`src/rtl/rx_pid_decoder_if.sv`:
```
// rx_pid_decoder_if: handshake and status bundle between the unstuffer,
// the PID decoder, the protocol FSM and the receive CRC checker.
interface rx_pid_decoder_if #(
  parameter int MAX_DATA_BYTES = 64
);
  localparam int CNT_W = $clog2(8 * MAX_DATA_BYTES + 17);

  logic             abort;
  logic             start_decode;
  logic             end_decode;
  logic             s_in;
  logic             bit_valid;
  logic             err_ack;
  logic             s_out;
  logic             s_out_valid;
  logic             start_crc;
  logic             end_crc;
  logic             crc_sel;
  logic [3:0]       pid;
  logic [1:0]       pkt_type;
  logic             pid_valid;
  logic             pid_error;
  logic             len_error;
  logic [CNT_W-1:0] bit_count;
  logic             dec_idle;

  modport master (
    output abort, start_decode, end_decode,
    output s_in, bit_valid, err_ack,
    input  s_out, s_out_valid, start_crc,
    input  end_crc, crc_sel, pid, pkt_type,
    input  pid_valid, pid_error, len_error,
    input  bit_count, dec_idle
  );

  modport slave (
    input  abort, start_decode, end_decode,
    input  s_in, bit_valid, err_ack,
    output s_out, s_out_valid, start_crc,
    output end_crc, crc_sel, pid, pkt_type,
    output pid_valid, pid_error, len_error,
    output bit_count, dec_idle
  );
endinterface

```
`src/rtl/rx_pid_decoder.sv`:
```
// rx_pid_decoder: deserialises/validates the PID and forwards body bits to CRC.
// Define LENGTH_CHECK_EN to enable packet-length checking (len_error).
module rx_pid_decoder #(
  parameter int MAX_DATA_BYTES = 64
) (
  input  logic           clk,
  input  logic           rst_n,
  rx_pid_decoder_if.slave bus
);
  localparam int CNT_W = $clog2(8 * MAX_DATA_BYTES + 17);
  localparam logic [CNT_W-1:0] CNT_MAX = '1;

  typedef enum logic [1:0] {
    S_IDLE,
    S_PID,
    S_BODY,
    S_ERR
  } state_t;

  state_t           r_state;
  logic [6:0]       r_sh;
  logic [2:0]       r_pcnt;
  logic             r_started;
  logic             r_s_out;
  logic             r_s_out_valid;
  logic             r_start_crc;
  logic             r_end_crc;
  logic             r_crc_sel;
  logic [3:0]       r_pid;
  logic [1:0]       r_pkt_type;
  logic             r_pid_valid;
  logic             r_pid_error;
  logic             r_len_error;
  logic [CNT_W-1:0] r_bit_count;
  logic             r_dec_idle;

  logic [7:0]       w_byte;
  logic             w_pid_ok;
  logic [CNT_W-1:0] w_cnt_inc;
  logic             w_len_ok;
  logic             w_over;
  logic             w_hs;

  // PID arrives LSB first; the newest bit enters at the top.
  assign w_byte    = {bus.s_in, r_sh};
  assign w_pid_ok  = (w_byte[7:4] == ~w_byte[3:0]) &&
                     (w_byte[1:0] != 2'b00);
  assign w_cnt_inc = (r_bit_count == CNT_MAX) ?
                     r_bit_count : r_bit_count + 1'b1;

`ifdef LENGTH_CHECK_EN
  localparam logic [CNT_W-1:0] L_TOK = CNT_W'(16);
  localparam logic [CNT_W-1:0] L_MAX = CNT_W'(8 * MAX_DATA_BYTES + 16);

  always_comb begin
    w_len_ok = 1'b0;
    unique case (r_pkt_type)
      2'b01: w_len_ok = (r_bit_count == L_TOK);
      2'b10: w_len_ok = (r_bit_count == '0);
      2'b11: w_len_ok = (r_bit_count >= L_TOK) &&
                        (r_bit_count[2:0] == 3'd0) &&
                        (r_bit_count <= L_MAX);
      default: w_len_ok = 1'b0;
    endcase
  end

  assign w_over = (r_pkt_type == 2'b11) && (r_bit_count == L_MAX);
  assign w_hs   = (r_pkt_type == 2'b10);
`else
  assign w_len_ok = 1'b1;
  assign w_over   = 1'b0;
  assign w_hs     = 1'b0;
`endif

  always_ff @(posedge clk or negedge rst_n) begin
    if (!rst_n) begin
      r_state       <= S_IDLE;
      r_sh          <= '0;
      r_pcnt        <= '0;
      r_started     <= 1'b0;
      r_s_out       <= 1'b0;
      r_s_out_valid <= 1'b0;
      r_start_crc   <= 1'b0;
      r_end_crc     <= 1'b0;
      r_crc_sel     <= 1'b0;
      r_pid         <= '0;
      r_pkt_type    <= '0;
      r_pid_valid   <= 1'b0;
      r_pid_error   <= 1'b0;
      r_len_error   <= 1'b0;
      r_bit_count   <= '0;
      r_dec_idle    <= 1'b1;
    end else begin
      r_s_out_valid <= 1'b0;
      r_start_crc   <= 1'b0;
      r_end_crc     <= 1'b0;
      r_pid_valid   <= 1'b0;
      if (bus.abort) begin
        r_state     <= S_IDLE;
        r_sh        <= '0;
        r_pcnt      <= '0;
        r_started   <= 1'b0;
        r_s_out     <= 1'b0;
        r_crc_sel   <= 1'b0;
        r_pid       <= '0;
        r_pkt_type  <= '0;
        r_pid_error <= 1'b0;
        r_len_error <= 1'b0;
        r_bit_count <= '0;
        r_dec_idle  <= 1'b1;
      end else begin
        unique case (r_state)
          S_IDLE: begin
            if (bus.start_decode) begin
              r_state     <= S_PID;
              r_sh        <= w_byte[7:1];
              r_pcnt      <= 3'd1;
              r_bit_count <= '0;
              r_pid       <= '0;
              r_pkt_type  <= '0;
              r_crc_sel   <= 1'b0;
              r_started   <= 1'b0;
              r_dec_idle  <= 1'b0;
            end
          end
          S_PID: begin
            if (bus.end_decode) begin
              r_state     <= S_ERR;
              r_pid_error <= 1'b1;
            end else if (bus.bit_valid) begin
              r_sh   <= w_byte[7:1];
              r_pcnt <= r_pcnt + 3'd1;
              if (r_pcnt == 3'd7) begin
                if (w_pid_ok) begin
                  r_state     <= S_BODY;
                  r_pid       <= w_byte[3:0];
                  r_pkt_type  <= w_byte[1:0];
                  r_crc_sel   <= &w_byte[1:0];
                  r_pid_valid <= 1'b1;
                end else begin
                  r_state     <= S_ERR;
                  r_pid_error <= 1'b1;
                end
              end
            end
          end
          S_BODY: begin
            if (bus.end_decode) begin
              r_end_crc <= r_started;
              r_started <= 1'b0;
              if (w_len_ok) begin
                r_state    <= S_IDLE;
                r_dec_idle <= 1'b1;
              end else begin
                r_state     <= S_ERR;
                r_len_error <= 1'b1;
              end
            end else if (bus.bit_valid) begin
              // Over-length DATA or a handshake body aborts the CRC frame.
              if (w_hs || w_over) begin
                r_state     <= S_ERR;
                r_len_error <= 1'b1;
                r_started   <= 1'b0;
              end else begin
                r_s_out       <= bus.s_in;
                r_s_out_valid <= 1'b1;
                r_start_crc   <= ~r_started;
                r_started     <= 1'b1;
                r_bit_count   <= w_cnt_inc;
              end
            end
          end
          S_ERR: begin
            if (bus.err_ack) begin
              r_state     <= S_IDLE;
              r_pid_error <= 1'b0;
              r_len_error <= 1'b0;
              r_dec_idle  <= 1'b1;
            end
          end
        endcase
      end
    end
  end

  assign bus.s_out       = r_s_out;
  assign bus.s_out_valid = r_s_out_valid;
  assign bus.start_crc   = r_start_crc;
  assign bus.end_crc     = r_end_crc;
  assign bus.crc_sel     = r_crc_sel;
  assign bus.pid         = r_pid;
  assign bus.pkt_type    = r_pkt_type;
  assign bus.pid_valid   = r_pid_valid;
  assign bus.pid_error   = r_pid_error;
  assign bus.len_error   = r_len_error;
  assign bus.bit_count   = r_bit_count;
  assign bus.dec_idle    = r_dec_idle;
endmodule

```
`src/flat_wrapper.sv`:
```
// flat-port wrapper written by rule: the top's interface ports become plain ports
module rx_pid_decoder_flat 
#(
  parameter int MAX_DATA_BYTES = 64
)
  (clk, rst_n, bus_abort, bus_start_decode, bus_end_decode, bus_s_in, bus_bit_valid, bus_err_ack, bus_s_out, bus_s_out_valid, bus_start_crc, bus_end_crc, bus_crc_sel, bus_pid, bus_pkt_type, bus_pid_valid, bus_pid_error, bus_len_error, bus_bit_count, bus_dec_idle);
  rx_pid_decoder_if #(.MAX_DATA_BYTES(MAX_DATA_BYTES)) bus_i ();
  input  logic clk;
  input  logic rst_n;
  input wire logic [$bits(bus_i.abort)-1:0] bus_abort;
  input wire logic [$bits(bus_i.start_decode)-1:0] bus_start_decode;
  input wire logic [$bits(bus_i.end_decode)-1:0] bus_end_decode;
  input wire logic [$bits(bus_i.s_in)-1:0] bus_s_in;
  input wire logic [$bits(bus_i.bit_valid)-1:0] bus_bit_valid;
  input wire logic [$bits(bus_i.err_ack)-1:0] bus_err_ack;
  output wire logic [$bits(bus_i.s_out)-1:0] bus_s_out;
  output wire logic [$bits(bus_i.s_out_valid)-1:0] bus_s_out_valid;
  output wire logic [$bits(bus_i.start_crc)-1:0] bus_start_crc;
  output wire logic [$bits(bus_i.end_crc)-1:0] bus_end_crc;
  output wire logic [$bits(bus_i.crc_sel)-1:0] bus_crc_sel;
  output wire logic [$bits(bus_i.pid)-1:0] bus_pid;
  output wire logic [$bits(bus_i.pkt_type)-1:0] bus_pkt_type;
  output wire logic [$bits(bus_i.pid_valid)-1:0] bus_pid_valid;
  output wire logic [$bits(bus_i.pid_error)-1:0] bus_pid_error;
  output wire logic [$bits(bus_i.len_error)-1:0] bus_len_error;
  output wire logic [$bits(bus_i.bit_count)-1:0] bus_bit_count;
  output wire logic [$bits(bus_i.dec_idle)-1:0] bus_dec_idle;
  assign bus_i.abort = bus_abort;
  assign bus_i.start_decode = bus_start_decode;
  assign bus_i.end_decode = bus_end_decode;
  assign bus_i.s_in = bus_s_in;
  assign bus_i.bit_valid = bus_bit_valid;
  assign bus_i.err_ack = bus_err_ack;
  assign bus_s_out = bus_i.s_out;
  assign bus_s_out_valid = bus_i.s_out_valid;
  assign bus_start_crc = bus_i.start_crc;
  assign bus_end_crc = bus_i.end_crc;
  assign bus_crc_sel = bus_i.crc_sel;
  assign bus_pid = bus_i.pid;
  assign bus_pkt_type = bus_i.pkt_type;
  assign bus_pid_valid = bus_i.pid_valid;
  assign bus_pid_error = bus_i.pid_error;
  assign bus_len_error = bus_i.len_error;
  assign bus_bit_count = bus_i.bit_count;
  assign bus_dec_idle = bus_i.dec_idle;
  rx_pid_decoder #(.MAX_DATA_BYTES(MAX_DATA_BYTES)) u_core (.clk(clk), .rst_n(rst_n), .bus(bus_i));
endmodule
```
`config.mk`:
```
export PLATFORM = sky130hd
export DESIGN_NAME = rx_pid_decoder_flat
export DESIGN_NICKNAME = d
export VERILOG_FILES = /design/src/rtl/rx_pid_decoder_if.sv /design/src/rtl/rx_pid_decoder.sv /design/src/flat_wrapper.sv
export SDC_FILE = /design/constraint.sdc
export NUM_CORES = 1
export LEC_CHECK = 0
export BUFFER_PORTS_ARGS = -buffer_cell sky130_fd_sc_hd__buf_2
export CORE_MARGIN = 1.5
export CORE_UTILIZATION = 53
export CTS_CLUSTER_SIZE = 20
export DETAILED_ROUTE_END_ITERATION = 10
export PLACE_DENSITY_LB_ADDON = 0.3
export SLEW_MARGIN = 25
export SYNTH_ARGS = -nofsm -noshare
export SYNTH_HDL_FRONTEND = slang
export SYNTH_SLANG_ARGS = --single-unit
```
`constraint.sdc`:
```
create_clock -name clk -period 2.4 [get_ports clk]
set_input_delay 0.36 -clock clk [delete_from_list [all_inputs] [get_ports clk]]
set_output_delay 0.36 -clock clk [all_outputs]
set_load 0.005 [all_outputs]
```
==> results.json, run 1 <==
{
  "slowest_stage": "o32ai_4",
  "synth_edf_count": 0,
  "row_count": 20,
  "min_path_type": "in -> async",
  "cts.clk_slew.worst_paths_ns": 0.11,
  "ant_nets": 0,
  "io_pins": 33,
  "grt_antenna_before_repair": 0,
  "drt_wl_total_um": 3510,
  "finalWorstSetupSlack_ns": 0.452,
  "synth.area.top_cells": "dfrtp_1 48%, nand2_1 5.1%, a22o_1 4.4%",
  "drv_cap": 0,
  "yosysWarnings": 0,
  "place_ws_ns": 0.491,
  "die-area_um2": 3700,
  "synth_top_area_share_pct": 48.0,
  "dp_hpwl_um": 2490,
  "numCtsBuffers": 5,
  "design_area_um2": 1990,
  "cts_setup_buffers": 0,
  "grt_usage_pct": 21.3,
  "finalHoldViolCount": 0,
  "grt_busiest_layer": "met2",
  "crit_chain": "ha_1 -> nand3_1 -> or2_1 -> o32ai_4 -> o21ai_0 -> o31ai_1",
  "synth-async-reset-ratio_pct": 100,
  "drc": 0,
  "syn_inst": 178,
  "die_h_um": 60.8,
  "crit_type": "reg -> reg",
  "clock_path_buffers": 2,
  "die_x_um": 60.8,
  "fin_setup_tns_ns": 0,
  "syn-num-nets": 189,
  "viasPerCell": 5.62,
  "status": "complete, no violations",
  "finClkSkew_ns": 0.00917,
  "drive_above_1_share_pct": 22.8,
  "setup_violations": 0,
  "avgSynthCellArea_um2": 9.95,
  "ys_seq_area_share_pct": 49.5,
  "grt_max_degree": 36,
  "grt_remaining_overflow": 0,
  "cts.sinks": 35,
  "power_density_nw_per_um2": 553,
  "ys.flop_type": "dfrtp_1",
  "wl_per_cell_um": 14.0,
  "drt_iter0_drc": 103,
  "crit_fanout": 10,
  "slew_violations": 0,
  "clock_latency_ns": 0.33,
  "synth_cell_types": 45,
  "placed_area_um2": 1920,
  "core_um2": 3100,
  "cts_root_buffer": "clkbuf_4",
  "use_met2_pct": 35.8,
  "met3_usage_pct": 5.97,
  "netlist_area_um2": 1770,
  "reg2reg_slack_ns": 0.45,
  "num_vias": 1406,
  "period_needed_ns": 1.95,
  "synth_area_leader_cell": "dfrtp_1",
  "ir_worst_vdd_uv": 434,
  "initial_core_util_pct": 57.1,
  "clock.fmax_ghz": 0.513,
  "rsz0062_at_grt": "no",
  "postCtsHoldBufs": 0,
  "layout.nets": 216,
  "portBuffers": 31,
  "cts_tree": "built",
  "crit_path_end_kind": "flip-flop",
  "max_stage_delay_ns": 0.46,
  "relSlewSlack_pct": 49.4,
  "grt_pass1_wl_um": 5730,
  "p_leak_nw": 0.991,
  "final_core_util_pct": 64.3,
  "antennaDiodeCount": 0,
  "cts-resized-gates": 0,
  "fillers": 280,
  "ys_seq_elements": 35,
  "finalWeightedCongestion": 0.878,
  "worstPathArrival_ns": 2.19,
  "h-tree-depth": 2,
  "start_kind": "flip-flop",
  "totalPowerFinal_w": 0.00110,
  "area_growth_pct": 12.6,
  "grt_pass1_vias": 1300,
  "period_share_pct": 81.2,
  "dr.pass1.iters": 4,
  "tightest_slew_ns": 0.758,
  "required_ns": 2.65,
  "use_met1_pct": 26.1
}
-- cells in the final DEF (no fill, tap or decap), types with 2 or more instances in the layout --
| master | n |
|---|---|
| dfrtp_1 | 34 |
| buf_2 | 31 |
| nand2_1 | 24 |
| nor2_1 | 15 |
| o21ai_0 | 9 |
| a22o_1 | 9 |
| a21oi_1 | 7 |
| a31oi_1 | 7 |
| nand2b_1 | 6 |
| clkbuf_4 | 5 |
| nor3b_1 | 4 |
| nand3_1 | 4 |
| xor2_1 | 3 |
| nor2b_1 | 3 |
| o21ai_1 | 3 |
| ha_1 | 3 |
| a32oi_1 | 2 |
| and4b_1 | 2 |
| and3_1 | 2 |
| inv_1 | 2 |
| nand3b_1 | 2 |
| or2_1 | 2 |
| o31ai_1 | 2 |
| a21o_1 | 2 |
| mux2i_1 | 2 |
| clkbuf_8 | 2 |
-- flip-flops by register name (all words and copies together) (netlist names) --
name / cells
u_core.r_pcnt: 3
u_core.bus.dec_idle: 1
u_core.r_state: 2
u_core.bus.crc_sel: 1
u_core.bus.pid_valid: 1
u_core.bus.bit_count: 10
u_core.bus.pid_error: 1
u_core.bus.pid: 3
u_core.bus.s_out: 1
u_core.bus.end_crc: 1
u_core.bus.s_out_valid: 1
u_core.bus.pkt_type: 1
u_core.bus.start_crc: 1
u_core.r_sh: 7
u_core.r_started: 1
-- cell families (layout without fill, tap and decap cells) --
kind of cell | after synthesis | count (layout) | share of synthesized area, %
muxes | 3 | 3 | 1.77
buffers and inverters | 15 | 43 | 4.45
DFF | 35 | 35 | 49.5
and+or+nand+nor | 70 | 70 | 20.6
other | 1 | 1 | 0.212
xor gates and xnor gates | 3 | 3 | 1.48
adders and majority gates | 3 | 3 | 2.12
AOI/OAI and AO/OA | 48 | 48 | 19.9
-- worst max-delay path, delay by kind of cell (launching register included) --
family | cells | cell delay, ns
compound gates | 3 | 0.75
fa+ha+maj | 1 | 0.22
simple gates | 2 | 0.45
flops | 1 | 0.45
-- power by group --
part	leakage (nW)	internal, W	total, W	switching, W
registers	0.480	0.000605	0.000624	0.0000185
clock network	0.0375	0.000171	0.000367	0.000195
logic	0.473	0.0000438	0.000112	0.0000682
-- layer usage --
layer,wire [um],up-vias
li1,-,687
met4,23,0
met5,0,-
met1,1570,680
met3,156,2
met2,1770,37
-- metrics by stage --
| stage | std cells | hold WS [ns] |
|---|---|---|
| after global placement | 242 | 0.441 |
| after global routing | 250 | 0.125 |
| after floorplan | 178 | 0.0644 |
| after CTS | 250 | 0.105 |
| final | 250 | 0.0843 |
| after detailed placement | 242 | 0.448 |
-- path summary, 6_finish.rpt --
path                                    startpoint                       to  depth (start not counted)
max in group asynchronous                    rst_n         u_core.r_pcnt[2]                          1
hold reg to reg                   u_core.r_started     u_core.bus.start_crc                          1
setup / recovery           u_core.bus.bit_count[1]  u_core.bus.bit_count[7]                          6
min in group clk                          bus_s_in           u_core.r_sh[6]                          3
hold / removal                               rst_n  u_core.bus.bit_count[8]                          1
setup reg to reg           u_core.bus.bit_count[1]  u_core.bus.bit_count[7]                          6
-- area by class of cell --
| type | count | area (um2) | share of cell area, % |
|---|---|---|---|
| flip-flops and latches | 35 | 877 | 44.0 |
| multi-input cells | 128 | 816 | 40.9 |
| repair buffers | 32 | 163 | 8.16 |
| clock buffers | 7 | 65.1 | 3.26 |
| well taps | 44 | 55.1 | 2.76 |
| inverters | 3 | 11.3 | 0.565 |
| clock inverters | 1 | 7.51 | 0.376 |
-- Yosys cell counts, types with 2 or more instances --
master and count:
a31oi_1 7, ha_1 3, nor2b_1 3, buf_2 3, o21ai_0 9, mux2i_1 2, nand2b_1 6, clkbuf_1 4
a21oi_1 7, nor3b_1 4, nand3b_1 2, a22o_1 9, dfrtp_1 34, nand3_1 4, o21ai_1 3, and4b_1 2
nor2_1 15, a32oi_1 2, and3_1 2, a21o_1 2, or2_1 2, o31ai_1 2, buf_4 3, nand2_1 24
xor2_1 3, inv_1 2
Note: power is estimated with default switching activity, not from simulation.
==> inputs of run 2 (changes only) <==
CORE_UTILIZATION = 49   (was 53)
clock period = 1.6 ns   (was 2.4 ns; I/O delays follow)
==> run 2 against run 1 <==
Net effect:
- critical path depth is the same
- clock skew grew 0.0043 ns
- worst setup slack lost 0.45 ns
- combinational power grew 140%
- via count grew 12%
- sequential share of layout area shrank 7.7 points
- global-route usage grew 0.55 points
- count of clock-buffer cells in the layout shrank 1
- cell count grew 15%
- utilization grew 7.2 points
- routed wire length grew 17%
- register-to-register slack lost 0.45 ns
==> results.json, run 2 (synthesis results as in run 1) <==
{
  "status": "complete, no violations",
  "portBuffers": 31,
  "final_common_cell": "buf_4",
  "finClkSkew_ns": 0.0135,
  "fin_setup_tns_ns": 0,
  "ant_nets": 0,
  "layout.nets": 251,
  "ir_worst_vdd_uv": 682,
  "dp_hpwl_um": 2830,
  "grt_max_degree": 36,
  "pwr-share-comb_pct": 13.6,
  "clock.fmax_ghz": 0.625,
  "h-tree-depth": 2,
  "start_kind": "flip-flop",
  "swShare_pct": 23.2,
  "grt_pass1_wl_um": 6910,
  "io_pins": 33,
  "num_vias": 1574,
  "min_to": "u_core.r_sh[6]",
  "drt_wl_total_um": 4110,
  "viasPerCell": 5.48,
  "cts_tree": "built",
  "totalPowerFinal_w": 0.00198,
  "slew_violations": 0,
  "cts_root_buffer": "clkbuf_4",
  "period_share_pct": 100,
  "min_path_cells": 3,
  "min_path_type": "in -> reg",
  "crit_path_end_kind": "flip-flop",
  "drive_above_1_share_pct": 43.6,
  "p_int_w": 0.00152,
  "drt_iter0_drc": 140,
  "clock_latency_ns": 0.34,
  "holdCritStartpoint": "bus_s_in",
  "required_ns": 1.88,
  "reg2reg_slack_ns": 0.0008,
  "worstPathArrival_ns": 1.87,
  "antennaDiodeCount": 0,
  "p_seq_share_pct": 46.7,
  "reg2reg_depth": 6,
  "period_needed_ns": 1.60,
  "reg2reg_to": "u_core.bus.bit_count[5]",
  "area_growth_pct": 36.7,
  "grt_antenna_before_repair": 0,
  "core_um2": 3390,
  "crit_type": "reg -> reg",
  "clock_power_share_pct": 39.8,
  "rsz0062_at_grt": "yes",
  "crit_fanout": 4,
  "reg2reg_from": "u_core.r_state[1]",
  "cts.sinks": 35,
  "cts.clk_slew.worst_paths_ns": 0.12,
  "grt_remaining_overflow": 0,
  "grt_pass1_vias": 1577,
  "setup_violations": 0,
  "die_h_um": 63.1,
  "die_x_um": 63.1,
  "largest_register_ffs": 10,
  "drv_cap": 0,
  "initial_core_util_pct": 52.3,
  "grt_usage_pct": 21.9,
  "dr.pass1.iters": 4,
  "finalWeightedCongestion": 0.858,
  "finalHoldViolCount": 0,
  "clock_path_buffers": 2,
  "drc": 0,
  "final_cell_mix": "33 x buf_4, 32 x dfrtp_1, 31 x buf_2, 23 x nand2_1, 13 x nor2_1",
  "row_count": 21,
  "p_sw_w": 0.000459,
  "power_density_nw_per_um2": 817,
  "die-area_um2": 3990,
  "p_leak_nw": 1.20,
  "wl_per_cell_um": 14.3,
  "numCtsBuffers": 5
}
==> run 2: cell types whose count changed in the layout (fill, tap and decap cells not counted), sizes merged <==
cell,change
clkinvlp,-1
dlygate4sd3,+1
buf,+34
clkbuf,-1
bufinv,+2
==> run 2: cell type report <==
cell class	count	area, um2
clock inverter	2	60.1
tap	46	57.6
inverter	3	11.3
timing repair buffer	67	435
sequential	35	880
clock buffer	6	41.3
fill	248	967
multi-input combinational	128	937
==> run 2: repair_timing <==
action	in CTS	in global routing
gates resized for setup	9	19
setup buffers	3	3
hold endpoints to repair	34	0
pin swaps	5	16
endpoints found under the setup margin	14	18
hold buffers	1	0
==> run 2: worst max-delay path by stage <==
stage / from / to / cells past startpoint
finish: u_core.r_state[1] / u_core.bus.bit_count[5] / 6
global route: u_core.r_state[1] / u_core.bus.bit_count[5] / 6
CTS: u_core.r_pcnt[0] / u_core.bus.pid_error / 6
detailed placement: u_core.r_state[0] / u_core.r_pcnt[1] / 5
global placement: u_core.bus.bit_count[1] / u_core.bus.bit_count[5] / 7
floorplan: u_core.bus.bit_count[0] / u_core.bus.bit_count[5] / 7
==> run 2: through the flow <==
step / std cells / cell area, um2 / util (%) / hold WS, ns / setup slack (ns)
floorplan: 178 / 1790 / - / -0.0556 / -0.0821
global placement: 273 / 2150 / 63.4 / 0.296 / 0.0246
detailed placement: 273 / 2150 / 63.4 / 0.298 / -0.0882
CTS: 285 / 2320 / 68.5 / 0.186 / 0.0000772
global route: 287 / 2420 / 71.5 / 0.214 / -0.0883
finish: 287 / 2420 / 71.5 / 0.204 / 0.000789
==> run 2: power by group through the flow <==
| stage | clock network, W | registers, W | logic, W |
|---|---|---|---|
| detailed placement | 0 | 0.000940 | 0.000219 |
| global placement | 0 | 0.000939 | 0.000213 |
| finish | 0.000786 | 0.000923 | 0.000268 |
| global route | 0.000832 | 0.000926 | 0.000296 |
| CTS | 0.000796 | 0.000923 | 0.000241 |
| floorplan | 0 | 0.000941 | 0.000120 |
==> run 2: metal layers <==
metal	vias to the layer above	global-route usage (%)	part of all wire [%]
li1	758	-	-
met1	768	26.3	43
met2	37	37.5	52
met3	11	5.89	3.1
met4	0	7.78	1.8
met5	-	0	0
==> run 2: worst max-delay path, stage by stage, from the launching register on <==
cell and delay (ns):
dfrtp_1 0.40, buf_6 0.12, nand2b_4 0.06, or4b_4 0.49, o21ba_4 0.26, a21oi_2 0.05, a31oi_1 0.15
==> inputs of run 3 (changes only) <==
BUFFER_PORTS_ARGS = unset   (was -buffer_cell sky130_fd_sc_hd__buf_2)
CORE_UTILIZATION = 53   (was 49)
DONT_BUFFER_PORTS = 1   (was unset)
==> run 3 against run 2 <==
Net effect:
- the flow now finishes with violations (negative setup slack)
- utilization rose by 0.95 points
- combinational power shrank 12%
- clock power shrank 15%
- die area is 7.2% lower
- sequential share of layout area up 2.8 points
- power shrank 7.5%
- count of clock-buffer cells in the layout unchanged
- first-iteration DRC count fell by 24%
- highest routed layer unchanged
==> results.json, run 3 (synthesis results as in run 1) <==
{
  "status": "finished with violations",
  "violations": "negative setup slack",
  "min_path_type": "in -> reg",
  "drc": 0,
  "area_growth_pct": 26.8,
  "ant_nets": 0,
  "final_cell_mix": "33 x dfrtp_1, 31 x buf_4, 24 x nand2_1, 14 x nor2_1, 9 x a22o_1",
  "slowest_stage": "or4b_4",
  "finalHoldViolCount": 0,
  "die_h_um": 60.8,
  "swShare_pct": 24.0,
  "portBuffers": 0,
  "rsz0062_at_grt": "yes",
  "row_count": 20,
  "holdCritStartpoint": "bus_abort",
  "min_path_cells": 1,
  "cts.sinks": 35,
  "required_ns": 1.87,
  "place_ws_ns": -0.0810,
  "ir_worst_vdd_uv": 683,
  "fin_setup_tns_ns": -0.118,
  "largest_register_ffs": 10,
  "crit_fanout": 5,
  "h-tree-depth": 2,
  "crit_type": "reg -> reg",
  "die-area_um2": 3700,
  "dr.pass1.iters": 4,
  "path_delay_family": "simple AND/OR/NAND/NOR gates",
  "finClkSkew_ns": 0.00541,
  "setup_violations": 3,
  "start_kind": "flip-flop",
  "reg2reg_depth": 5,
  "cts.clk_slew.worst_paths_ns": 0.10,
  "design_area_um2": 2250,
  "clock.fmax_ghz": 0.603,
  "met3_usage_pct": 6.40,
  "power_density_nw_per_um2": 814,
  "grt_remaining_overflow": 0,
  "min_to": "u_core.bus.dec_idle",
  "reg2reg_slack_ns": -0.06,
  "clock_path_buffers": 2,
  "initial_core_util_pct": 57.1,
  "reg2reg_to": "u_core.bus.bit_count[3]",
  "placed_area_um2": 1970,
  "clock_power_share_pct": 36.5,
  "cts_tree": "built",
  "grt_antenna_before_repair": 0,
  "p_seq_share_pct": 50.6,
  "finalWorstSetupSlack_ns": -0.0579,
  "grt_busiest_layer": "met2",
  "period_share_pct": 104,
  "slew_violations": 0,
  "dp_hpwl_um": 2790,
  "max_stage_delay_ns": 0.52,
  "p_leak_nw": 1.03,
  "grt_pass1_wl_um": 6160,
  "use_met2_pct": 38.6,
  "drive_above_1_share_pct": 32.9,
  "drt_iter0_drc": 107,
  "clock_latency_ns": 0.34,
  "num_vias": 1473,
  "p_sw_w": 0.000439,
  "final_common_cell": "dfrtp_1",
  "grt_pass1_vias": 1380,
  "use_met1_pct": 27.4,
  "cts_root_buffer": "clkbuf_4",
  "numCtsBuffers": 5,
  "reg2reg_from": "u_core.r_state[0]",
  "cp_num_buf_inv": 0,
  "die_x_um": 60.8,
  "finalWeightedCongestion": 0.828,
  "wl_per_cell_um": 16.1,
  "pwr-share-comb_pct": 12.9,
  "drt_wl_total_um": 4080,
  "io_pins": 33,
  "core_um2": 3100,
  "layout.nets": 220,
  "p_int_w": 0.00139,
  "viasPerCell": 5.80,
  "grt_usage_pct": 22.6,
  "drv_cap": 0,
  "worstPathArrival_ns": 1.93,
  "crit_chain": "nand2b_4 -> or4b_4 -> o21ba_4 -> nand4_1 -> o21ai_1",
  "grt_max_degree": 36,
  "period_needed_ns": 1.66,
  "antennaDiodeCount": 0,
  "crit_path_end_kind": "flip-flop"
}
## run 3: layout make-up
class	count	area, um2
tap	44	55.1
inverter	3	11.3
fill	241	856
sequential	35	878
clock buffer	6	51.3
timing repair buffer	36	304
clock inverter	2	35.0
multi-input combinational	128	912
## run 3: worst max path at each step
stage / start / endpoint / slack, ns / cells past startpoint
final: u_core.r_state[0] / u_core.bus.bit_count[3] / -0.06 / 5
after global routing: u_core.bus.bit_count[1] / u_core.bus.bit_count[5] / -0.14 / 7
after CTS: u_core.r_state[0] / u_core.bus.bit_count[3] / -0.07 / 5
after detailed placement: u_core.r_state[1] / u_core.bus.bit_count[3] / -0.08 / 5
after global placement: u_core.r_pcnt[0] / u_core.bus.crc_sel / 0.02 / 5
after floorplan: u_core.bus.bit_count[0] / u_core.bus.bit_count[5] / -0.08 / 7
## run 3: metrics by stage
step,utilization (%),hold slack [ns],cells,power [W]
after global placement,63.6,-0.0548,236,0.00110
after CTS,69.5,0.00768,250,0.00181
final,72.4,0.0153,254,0.00183
after floorplan,-,-0.0556,178,0.00106
after global routing,72.4,0.0247,254,0.00190
after detailed placement,63.6,-0.0547,236,0.00111
## run 3: power by group through the flow
stage                     Sequential, W  Clock, W  Combinational (W)
final                          0.000926  0.000667           0.000236
after global routing           0.000929  0.000711           0.000259
after CTS                      0.000926  0.000677           0.000206
after detailed placement       0.000944         0           0.000166
after global placement         0.000942         0           0.000159
after floorplan                0.000941         0           0.000120
## run 3: per-layer routing
metal	vias up	part of all wire, %	routed length (um)
met4	0	2.0	81
met1	717	42	1720
met3	7	4.8	196
met5	-	0	0
met2	47	51	2080
li1	702	-	-
## run 3: timing repair
item / CTS / global route
pin swaps: 3 / 6
setup buffers: 3 / 4
endpoints found under the hold margin: 40 / 0
endpoints found under the setup margin: 22 / 25
hold buffers: 3 / 0
gates resized for setup: 9 / 14
